--- config.mk ---
export PLATFORM = sky130hd
export DESIGN_NAME = dest_addr_sel_pipe_flat
export DESIGN_NICKNAME = d
export VERILOG_FILES = /design/src/rtl/dest_addr_sel_pipe_pkg.sv /design/src/rtl/dest_addr_sel_pipe_if.sv /design/src/rtl/dest_addr_sel_pipe_stage.sv /design/src/rtl/dest_addr_sel_pipe.sv /design/src/flat_wrapper.sv
export SDC_FILE = /design/constraint.sdc
export NUM_CORES = 1
export LEC_CHECK = 0
export CAP_MARGIN = 20
export CORE_UTILIZATION = 39
export CTS_BUF_LIST = sky130_fd_sc_hd__clkbuf_4 sky130_fd_sc_hd__clkbuf_8
export DETAILED_ROUTE_END_ITERATION = 10
export PLACE_DENSITY = 0.9
export REMOVE_ABC_BUFFERS = 1
export SLEW_MARGIN = 20
export SYNTH_ARGS = -nofsm -noshare
export SYNTH_HDL_FRONTEND = slang
export SYNTH_SLANG_ARGS = --single-unit
--- constraint.sdc ---
create_clock -name clk -period 1.6 [get_ports clk]
set_input_delay 0.48 -clock clk [delete_from_list [all_inputs] [get_ports clk]]
set_output_delay 0.48 -clock clk [all_outputs]
set_load 0.02 [all_outputs]
--- src/rtl/dest_addr_sel_pipe_pkg.sv ---
// Shared constants and helpers for the destination-register address select pipeline.
package dest_sel_pkg;

    localparam int ADDR_W_DEF = 5;
    localparam int REG_ZERO   = 0;
    localparam int MAX_NUM_IN = 16;
    localparam int MAX_STAGES = 4;

    // Select width for n candidates, never narrower than one bit.
    function automatic int clog2(input int n);
        int r;
        r = 0;
        while ((1 << r) < n) r++;
        return (r < 1) ? 1 : r;
    endfunction

endpackage

--- src/rtl/dest_addr_sel_pipe_if.sv ---
// Candidate-address input and selected-address output handshakes of the select pipeline.
interface dest_addr_sel_pipe_if
    import dest_sel_pkg::*;
#(
    parameter int ADDR_W = ADDR_W_DEF,
    parameter int NUM_IN = 4
);
    localparam int SEL_W = clog2(NUM_IN);

    logic                     in_valid;
    logic                     in_ready;
    logic [SEL_W-1:0]         in_sel;
    logic [NUM_IN*ADDR_W-1:0] in_addr;
    logic                     out_valid;
    logic                     out_ready;
    logic [ADDR_W-1:0]        out_addr;
    logic                     out_wr_en;

    modport master (
        output in_valid, in_sel, in_addr, out_ready,
        input  in_ready, out_valid, out_addr, out_wr_en
    );

    modport slave (
        input  in_valid, in_sel, in_addr, out_ready,
        output in_ready, out_valid, out_addr, out_wr_en
    );

endinterface

--- src/rtl/dest_addr_sel_pipe_stage.sv ---
// One valid/address/write-enable register stage; loads from upstream when advance is high.
// Holds its contents while stalled; flush and reset empty it.
module dest_sel_stage
    import dest_sel_pkg::*;
#(
    parameter int ADDR_W = ADDR_W_DEF
) (
    input  logic              clk,
    input  logic              reset,
    input  logic              flush,
    input  logic              advance,
    input  logic              prev_valid,
    input  logic [ADDR_W-1:0] prev_addr,
    input  logic              prev_wr_en,
    output logic              valid,
    output logic [ADDR_W-1:0] addr,
    output logic              wr_en
);

    always_ff @(posedge clk) begin
        if (reset) begin
            valid <= 1'b0;
            addr  <= '0;
            wr_en <= 1'b0;
        end else begin
            if (flush) begin
                valid <= 1'b0;
            end else if (advance) begin
                valid <= prev_valid;
            end
            if (advance) begin
                addr  <= prev_addr;
                wr_en <= prev_wr_en;
            end
        end
    end

endmodule

--- src/rtl/dest_addr_sel_pipe.sv ---
// Selects one of NUM_IN register addresses and carries it through STAGES elastic stages.
// Latency STAGES cycles; ready ripples back from out_ready, capacity is exactly STAGES entries.
module dest_addr_sel_pipe
    import dest_sel_pkg::*;
#(
    parameter int ADDR_W = ADDR_W_DEF,
    parameter int NUM_IN = 4,
    parameter int STAGES = 2
) (
    input  logic                 clk,
    input  logic                 reset,
    input  logic                 flush,
    dest_addr_sel_pipe_if.slave  bus,
    output logic                 sel_err
);

    localparam int SEL_W = clog2(NUM_IN);

    logic              in_range;
    logic              in_fire;
    logic [ADDR_W-1:0] sel_addr;
    logic              sel_wr_en;
    logic [STAGES:0]   adv;
    logic [STAGES-1:0] st_valid;
    logic [STAGES-1:0] st_wr_en;
    logic [ADDR_W-1:0] st_addr [STAGES];

    // An out-of-range select matches no candidate and leaves the address at zero.
    always_comb begin
        sel_addr = '0;
        for (int i = 0; i < NUM_IN; i++) begin
            if (bus.in_sel == SEL_W'(i)) begin
                sel_addr = bus.in_addr[i*ADDR_W +: ADDR_W];
            end
        end
    end

    assign in_range  = 32'(bus.in_sel) < 32'(NUM_IN);
    assign sel_wr_en = in_range && (sel_addr != ADDR_W'(REG_ZERO));

    // A stage may load if it is empty or its contents move on this cycle.
    always_comb begin
        adv         = '0;
        adv[STAGES] = bus.out_ready;
        for (int k = STAGES - 1; k >= 0; k--) begin
            adv[k] = !st_valid[k] || adv[k+1];
        end
    end

    assign bus.in_ready = adv[0] && !flush && !reset;
    assign in_fire      = bus.in_valid && bus.in_ready;

    for (genvar k = 0; k < STAGES; k++) begin : g_stage
        logic              prev_valid;
        logic [ADDR_W-1:0] prev_addr;
        logic              prev_wr_en;

        if (k == 0) begin : g_head
            assign prev_valid = in_fire;
            assign prev_addr  = sel_addr;
            assign prev_wr_en = sel_wr_en;
        end else begin : g_body
            assign prev_valid = st_valid[k-1];
            assign prev_addr  = st_addr[k-1];
            assign prev_wr_en = st_wr_en[k-1];
        end

        dest_sel_stage #(
            .ADDR_W (ADDR_W)
        ) u_stage (
            .clk        (clk),
            .reset      (reset),
            .flush      (flush),
            .advance    (adv[k]),
            .prev_valid (prev_valid),
            .prev_addr  (prev_addr),
            .prev_wr_en (prev_wr_en),
            .valid      (st_valid[k]),
            .addr       (st_addr[k]),
            .wr_en      (st_wr_en[k])
        );
    end

    assign bus.out_valid = st_valid[STAGES-1];
    assign bus.out_addr  = st_addr[STAGES-1];
    assign bus.out_wr_en = st_valid[STAGES-1] && st_wr_en[STAGES-1];

    always_ff @(posedge clk) begin
        if (reset) begin
            sel_err <= 1'b0;
        end else if (in_fire && !in_range) begin
            sel_err <= 1'b1;
        end
    end

endmodule

--- src/flat_wrapper.sv ---
// flat-port wrapper written by rule: the top's interface ports become plain ports
module dest_addr_sel_pipe_flat import dest_sel_pkg::*;
#(
    parameter int ADDR_W = ADDR_W_DEF,
    parameter int NUM_IN = 4,
    parameter int STAGES = 2
)
  (clk, reset, flush, sel_err, bus_in_valid, bus_in_sel, bus_in_addr, bus_out_ready, bus_in_ready, bus_out_valid, bus_out_addr, bus_out_wr_en);
  dest_addr_sel_pipe_if #(.ADDR_W(ADDR_W), .NUM_IN(NUM_IN)) bus_i ();
  input  logic clk;
  input  logic reset;
  input  logic flush;
  output logic sel_err;
  input wire logic [$bits(bus_i.in_valid)-1:0] bus_in_valid;
  input wire logic [$bits(bus_i.in_sel)-1:0] bus_in_sel;
  input wire logic [$bits(bus_i.in_addr)-1:0] bus_in_addr;
  input wire logic [$bits(bus_i.out_ready)-1:0] bus_out_ready;
  output wire logic [$bits(bus_i.in_ready)-1:0] bus_in_ready;
  output wire logic [$bits(bus_i.out_valid)-1:0] bus_out_valid;
  output wire logic [$bits(bus_i.out_addr)-1:0] bus_out_addr;
  output wire logic [$bits(bus_i.out_wr_en)-1:0] bus_out_wr_en;
  assign bus_i.in_valid = bus_in_valid;
  assign bus_i.in_sel = bus_in_sel;
  assign bus_i.in_addr = bus_in_addr;
  assign bus_i.out_ready = bus_out_ready;
  assign bus_in_ready = bus_i.in_ready;
  assign bus_out_valid = bus_i.out_valid;
  assign bus_out_addr = bus_i.out_addr;
  assign bus_out_wr_en = bus_i.out_wr_en;
  dest_addr_sel_pipe #(.ADDR_W(ADDR_W), .NUM_IN(NUM_IN), .STAGES(STAGES)) u_core (.clk(clk), .reset(reset), .flush(flush), .bus(bus_i), .sel_err(sel_err));
endmodule
==> results of run 1 <==
[registers in the layout (all words and copies together), names as in the netlist]
signal,cells
u_core.g_stage.u_stage.valid,2
u_core.g_stage.u_stage.addr,10
u_core.g_stage.u_stage.wr_en,2
[stage by stage]
stage	area [um^2]	hold slack [ps]	worst slack (ps)
global placement	1050	439	-766
finish	1060	447	18.5
global route	1060	465	-6.28
CTS	1060	451	-21.5
floorplan	618	421	-58.3
detailed placement	1050	444	-840
[area by class of cell]
class                           instances  area (um^2)  area share, %
Clock buffer                            3         22.5           2.13
Sequential cell                        14          282           26.6
Tap cell                               16         20.0           1.89
Multi-Input combinational cell         53          349           33.0
Timing Repair Buffer                   43          384           36.3
[worst max path at each step]
| stage | startpoint | endpoint | cells past startpoint |
|---|---|---|---|
| 6_report | flush | bus_in_ready | 3 |
| 3_5_place_dp | bus_out_ready | bus_in_ready | 4 |
| 2_1_floorplan | bus_out_ready | bus_in_ready | 2 |
| 3_3_place_gp | bus_out_ready | bus_in_ready | 4 |
| 4_1_cts | u_core.g_stage[0].u_stage.valid | bus_in_ready | 3 |
| 5_1_grt | u_core.g_stage[0].u_stage.valid | bus_in_ready | 3 |
[power groups by stage]
stage | registers, mW | logic (mW) | clock network (mW)
CTS | 0.381 | 0.170 | 0.191
floorplan | 0.396 | 0.0573 | 0
global route | 0.384 | 0.184 | 0.207
finish | 0.381 | 0.171 | 0.187
global placement | 0.388 | 0.171 | 0
detailed placement | 0.389 | 0.178 | 0
[kinds of logic (layout without fill, tap and decap cells)]
group                  Yosys count  in the layout  share of synthesized area (%)
buffers and inverters            5             46                           4.63
flip-flops                      14             14                           43.2
AND/OR/NAND/NOR                 35             35                           24.5
multiplexers                     5              5                           17.4
AO/OA/AOI/OAI                   12             12                           9.65
other                            1              1                          0.579
[Yosys cell counts]
cell      instances
and2_1            1
a211oi_1          1
nand2b_1          1
buf_6             1
nor3_1            4
nor2_1            3
clkbuf_1          3
a21oi_1          11
buf_4             1
and3b_1           1
nor2b_1           1
nand2_1          22
mux4_2            5
conb_1            1
nand3b_1          1
dfxtp_1          14
nor3_2            1
[tightest hold or removal path, cell delays in order, from the launching register on]
cell     delay, ps
dfxtp_1        310
nand2_1         50
a21oi_1         50
[what timing repair did]
item | in CTS | in global routing
resized for setup | 25 | 3
pin swaps | 1 | 1
cloned | 0 | 0
endpoints found under the setup margin | 13 | 3
hold buffers | 0 | 0
[layer usage]
layer  up-vias  GRT usage (%)
met1       302           19.9
met5         -              0
met3         6           2.98
li1        327              -
met4         0           18.8
met2        42           37.0
==> results.md, run 1 <==
- The run finished with clean final reports.
- The number of antenna violations at the first check in global routing is 0.
- The library cell used most frequently in the layout, excluding fill and tap cells, is nand2_1.
- The post-synthesis cell area is 648 um^2.
- The share of total power dissipated in the clock network is 25.3%.
- The number of antenna diodes in the final layout is 0.
- In the layout the commonest cells are nand2_1 (22), clkdlybuf4s50_1 (21), dfxtp_1 (13).
- The worst hold path was traced through 2 stages.
- The synthesized design devotes to its leading area cell type 43.2% of total area.
- The vertical extent of the die is 42.8 um.
- The total via count after detailed routing is 677.
- The total net switching power is 0.175 mW.
- Detailed routing placed a total of 110 um of wire on met3.
- Counting the buffers created by CTS gives 3.
- The detailed router used layers up to and including met4.
- The post-detailed-route via-to-cell ratio is 5.25.
- Data on the critical path is required at its endpoint by 1120 ps.
- The horizontal extent of the die is 42.8 um.
- Sequential cells burn 51.6% of the power.
- The final global-route overflow total is 0.
- For flop-to-flop paths, the worst setup slack is 520 ps.
- The total internal power is 0.563 mW.
- In this run the most critical hold path is launched from u_core.g_stage[1].u_stage.addr[2].
- CTS built an H-tree with a depth of 1.
- The number of global-route vias before repair is 704.
- The maximum net fanout on the critical path is 2.
- The clock tree from TritonCTS is yes.
- For this design the static power due to leakage is 0.456 nW.
- The data arrival at the endpoint of the critical path is 1100 ps.
- Sequential cells were found to cover 43.2% of the synthesized design area.
- Clock tree synthesis selected as its root buffer the cell clkbuf_4.
- The shortest clock period the worst path allows after layout is 1580 ps.
- The final standard cell utilization of the core is 69.4%.
- The overall die area is 1830 um^2.
- Counting the fill cells in the layout gives 137.
- The highest cell delay on the worst timing path is 260 ps.
- The sum of internal, switching and leakage power is 0.738 mW.
- The ratio of total power to cell area is 698 nW/um^2.
- In this run the core area contains 14 standard-cell rows.
- The number of register bits inferred by synthesis is 14.
- Across the VDD grid, the largest voltage drop is 0.000374 V.
- The total count of max-transition violations in the final report was 0.
- Yosys printed 0 warnings.
- The capture point of the worst reg-to-reg path is u_core.g_stage[0].u_stage.wr_en.
- The region available for standard cell placement spans 1520 um^2.
- Of the total power, the share spent switching nets is 23.8%.
- The signal on the critical path passes through dlygate4sd2_1 -> nor3_2 -> buf_4.
- The number of cells on the worst reg-to-reg path is 4.
- The largest clock skew in the final design is 3.02 ps.
- The first global-routing pass estimated 2730 um of wire.
- In this run the post-CTS setup repair buffer count came out at 0.
- The area added between synthesis and finish is 63.1%.
- Detailed placement finished with a half-perimeter wire length of 1290 um.
- Clock latency on the worst-skew pair, taken at its later pin, is 270 ps.
- The type of the worst min-delay path is register to register.
- The weighted congestion reported at the end of routability-driven placement is 0.722.
- Cells with a size suffix above 1 make up 22.1% of the layout.
- CTS saw 14 sinks.
- The worst register-to-register path begins at u_core.g_stage[0].u_stage.valid.
- Dividing the detail-routed wire length by the instance count gives 12.3 um.
- Counting tap cells, the placed design contains a total of 126 instances.
- Setup violations remaining at the end of the flow were counted as 0.
- Entering global routing, the biggest net connects 15 pins.
- The first-pass iteration count of the detailed router is 4.
- The number of instances in the synthesized netlist is 72.
- The final routed DRC violation total is 0.
- The kind of end point of the critical path is an output port.
- The met1 wire length is 535 um.
- Port buffering added 34 buffers.
- The initial core utilization is 42.5%.
- The count of nets left with antenna violations once routing finished came out at 0.
- The count of max-cap constraint violations is 0.
- On the critical path the largest part of the delay comes from buffers and inverters.
- The detailed-route wire length is 1590 um.
- The count of pins on the block boundary is 36.
- Based on the critical path, the design can be clocked at up to 0.632 GHz.
- In this run, the number of DRC markers left after iteration 0 of detailed routing was 14.
- The hold violation count in the final report is 0.
- The clock transition at the register clock pins on the worst setup and hold paths after CTS is 70 ps.
- The clock passes through at most 2 buffers.
- For this run, the post-layout net count is 142.
- After synthesis, the mean cell area works out to 9.00 um^2.
- The path type of the worst setup path is input pin to output port.
- The post-layout instance count excluding filler cells is 129.
- In the post-synthesis netlist, the biggest area contributors are dfxtp_1 (43%), mux4_2 (17%), nand2_1 (13%), a21oi_1 (8.5%), nor3_1 (3.1%).
- The post-synthesis cell type count is 17.
- The combinational share of power is 23.1%.
- The endpoint of the worst hold path is u_core.g_stage[1].u_stage.addr[2].
- The critical path startpoint category is an input pin.
- The leading area contributor after synthesis is dfxtp_1.
- The detailed-routed wire length on met2 is 876 um.
- In the global route stage, overall resource usage came out at 20.7%.
- After layout, the worst path uses 98.8% of the clock period.
- The largest individual stage delay along the critical path comes from the cell dlygate4sd2_1.
- The total negative slack for setup checks is 0 ps.
- The number of buffers and inverters on the critical path is 2.
(Power assumes the default switching activity.)
==> inputs of run 2 (changes only) <==
- REMOVE_ABC_BUFFERS: 1 -> unset
==> run 2 against run 1 <==
The flow now finishes with violations (setup timing). Via count shrank 2.5%. Die area unchanged. Power is 8.6% higher. Critical path type is now register to output port. Highest routed layer unchanged.
==> results.md, run 2 (synthesized netlist as in run 1, its figures left out) <==
- The total placed instance area is 1040 um^2 (-0.24%).
- The share of post-route cells with drive strength above 1 came to 23.9% (+1.8 points).
- The library cells used most frequently in the layout, excluding fill and tap cells, are nand2_1 (22), clkdlybuf4s50_1 (21), dfxtp_1 (12).
- The area occupied by registers was 283 um^2 (+0.44%).
- The final worst-path setup slack is -60.9 ps (-79.5 ps).
- The clock transition at the register clock pins on the worst setup and hold paths after CTS is 80 ps (about the same).
- The critical path startpoint category is a register.
- The first-pass iteration count of the detailed router was 4 (unchanged).
- The total track usage was 18.5% (-2.1 points).
- The period utilization was 104% (+5.0 points).
- The maximum net fanout on the critical path came to 2 (unchanged).
- The number of nets still failing antenna checks after routing is 0 (unchanged).
- STA classifies the critical path endpoint as an output port.
- The smallest hold slack came to 449 ps (+1.95 ps).
- The clock net sink count is 14 (unchanged).
- The placeable core area is 1520 um^2 (unchanged).
- The horizontal extent of the die is 42.8 um (unchanged).
- The hold violation count in the final report came to 0 (unchanged).
- The vertical extent of the die is 42.8 um (unchanged).
- The leakage power of the design is 0.483 nW (+6.0%).
- In this run the clock root is driven by a clkbuf_4.
- The clock latency on the worst-skew pair is 280 ps (about the same).
- The net count of the finished layout is 141 (-0.70%).
- The area of the multi-input gates was 349 um^2 (unchanged).
- The detailed-route wire length was 1480 um (-6.7%).
- The total count of max-transition violations in the final report is 0 (unchanged).
- The commonest non-fill, non-tap cell in the layout is nand2_1.
- The post-detailed-route via-to-cell ratio is 5.12 (-2.5%).
- The row count is 14 (unchanged).
- The start point of the critical path is u_core.g_stage[1].u_stage.valid.
- The highest cell delay on the worst timing path is 330 ps (+70 ps).
- Synthesis produced a netlist with a net count of 99.
- The number of global-route vias before repair is 613 (-13%).
- The total non-filler cell area in the finished layout came to 1070 um^2 (+1.3%).
- The count of max-cap constraint violations was 0 (unchanged).
- The estimated wirelength of the detail-placed design is 1220 um (-5.8%).
- The number of DRC markers in iteration 0 was 11 (-3).
- The total of endpoints with negative setup slack in the final report is 1 (+1).
- The critical path is of the register to output port type.
- The count of pins on the block boundary came to 36 (unchanged).
- The capturing instance or port of the critical path is bus_in_ready.
- The type of the worst min-delay path is register to register.
- The total negative slack for setup checks is -60.9 ps (-60.9 ps).
- The final standard cell utilization of the core was 70.3% (+0.90 points).
- The overall die area came to 1830 um^2 (unchanged).
- The clock tree from TritonCTS is yes.
- The wire length of the first global-routing pass is 2420 um (-12%).
- The total CTS buffers is 3 (unchanged).
- The slowest stage of the critical path belongs to the cell dfxtp_2.
- The capture point of the worst reg-to-reg path is u_core.g_stage[0].u_stage.wr_en.
- Setup repair after global routing could not meet its margin everywhere.
- The flow ran to the end, but the final reports show violations.
- The largest registers in the layout are u_core.g_stage.u_stage.addr (10), u_core.g_stage.u_stage.valid (2), u_core.g_stage.u_stage.wr_en (2).
- The largest net degree at the start of global routing came to 15 (unchanged).
- The register with the highest flop count is u_core.g_stage.u_stage.addr.
- The number of cells on the worst reg-to-reg path is 4 (unchanged).
- The final routed wire length divided by cell count came to 11.5 um (-6.7%).
- The sum of internal, switching and leakage power came to 0.801 mW (+8.6%).
- The number of port buffers was 34 (unchanged).
- The post-CTS setup buffer count is 0 (unchanged).
- The total via count after detailed routing is 660 (-2.5%).
- The final reports fail on setup timing.
- The weighted congestion reported at the end of routability-driven placement came to 0.711 (-1.5%).
- The largest clock skew in the final design is 4.35 ps (+1.34 ps).
- The maximum level of the CTS H-tree is 1 (unchanged).
- The maximum vdd ir drop is 0.000637 V (+71%).
- Walking the worst path, the cells encountered are and3b_2 -> nor3_2 -> buf_4.
- The required time reported for the critical path endpoint is 1120 ps (about the same).
- The launch instance of the worst register-to-register path is u_core.g_stage[1].u_stage.valid.
- The number of antenna violations at the first check in global routing is 0 (unchanged).
- The worst-case register-to-register setup slack is 530 ps (about the same).
- The ratio of total power to cell area is 748 nW/um^2 (+7.2%).
- The shortest clock period the worst path allows after layout is 1660 ps (+79.5 ps).
- The fmax is 0.602 GHz (-4.8%).
- The final global-route overflow total is 0 (unchanged).
- The maximum count of clock buffers along a single path is 2 (unchanged).
- The initial core utilization is 42.5% (unchanged).
- The data arrival at the endpoint of the critical path is 1180 ps (+80 ps).
- The filler cell count in the final layout is 120 (-12%).
- The hold-fix buffer count after cts came to 0 (unchanged).
- The final routed DRC violation total is 0 (unchanged).
- The number of antenna cells inserted is 0 (unchanged).
- Relative to the synthesized area, the layout overhead comes to 65.3%.
- The flip-flop count of the largest register after layout is 10 (unchanged).
run 2: cell types whose count changed in the layout (fill, tap and decap cells not counted), sizes merged:
cell	before	now
buf	12	10
clkdlybuf4s15	1	0
dlygate4sd2	9	6
dlymetal6s2s	0	3
clkbuf	3	6
run 2: metal layers:
metal  global-route usage (%)  wire length (um)  share of wire (%)
met4                     16.9                65                4.4
met1                     19.1               580                 39
met3                     2.55                79                5.3
met2                     31.8               755                 51
met5                        0                 0                  0
run 2: how the worst min path moves through the flow:
stage                                 startpoint                                 to  slack, ps  cells past startpoint
3_5_place_dp   u_core.g_stage[1].u_stage.addr[3]  u_core.g_stage[1].u_stage.addr[3]        450                      2
6_report       u_core.g_stage[1].u_stage.addr[3]  u_core.g_stage[1].u_stage.addr[3]        450                      2
4_1_cts        u_core.g_stage[1].u_stage.addr[3]  u_core.g_stage[1].u_stage.addr[3]        450                      2
2_1_floorplan  u_core.g_stage[0].u_stage.addr[2]  u_core.g_stage[0].u_stage.addr[2]        430                      2
5_1_grt          u_core.g_stage[1].u_stage.wr_en    u_core.g_stage[1].u_stage.wr_en        470                      2
3_3_place_gp   u_core.g_stage[1].u_stage.addr[3]  u_core.g_stage[1].u_stage.addr[3]        440                      2
run 2: power by group:
part           switching, mW  internal [mW]  leakage (nW)
clock                  0.115          0.139        0.0210
sequential            0.0100          0.370         0.117
combinational         0.0625          0.105         0.345
run 2: through the flow:
step	worst slack, ps	instances
3_5_place_dp	-842	125
5_1_grt	-117	129
3_3_place_gp	-769	125
4_1_cts	-143	129
6_report	-60.9	129
2_1_floorplan	29.6	72
run 2: repair_timing:
| action | CTS | global route |
|---|---|---|
| hold endpoints to repair | 0 | 0 |
| gates resized for setup | 18 | 10 |
| setup endpoints to repair | 13 | 3 |
| pin swaps | 0 | 2 |
run 2: area by class of cell:
cell class | instances | share of cell area (%)
Clock buffer | 4 | 3.39
Multi-Input combinational cell | 53 | 32.6
Sequential cell | 14 | 26.4
Tap cell | 16 | 1.87
Timing Repair Buffer | 42 | 35.7
run 2: critical path: cells and delay by family, from the launching register on:
| kind | cells | cell delay (ps) |
|---|---|---|
| buffers and inverters | 1 | 160 |
| DFF | 1 | 330 |
| and+or+nand+nor | 2 | 410 |
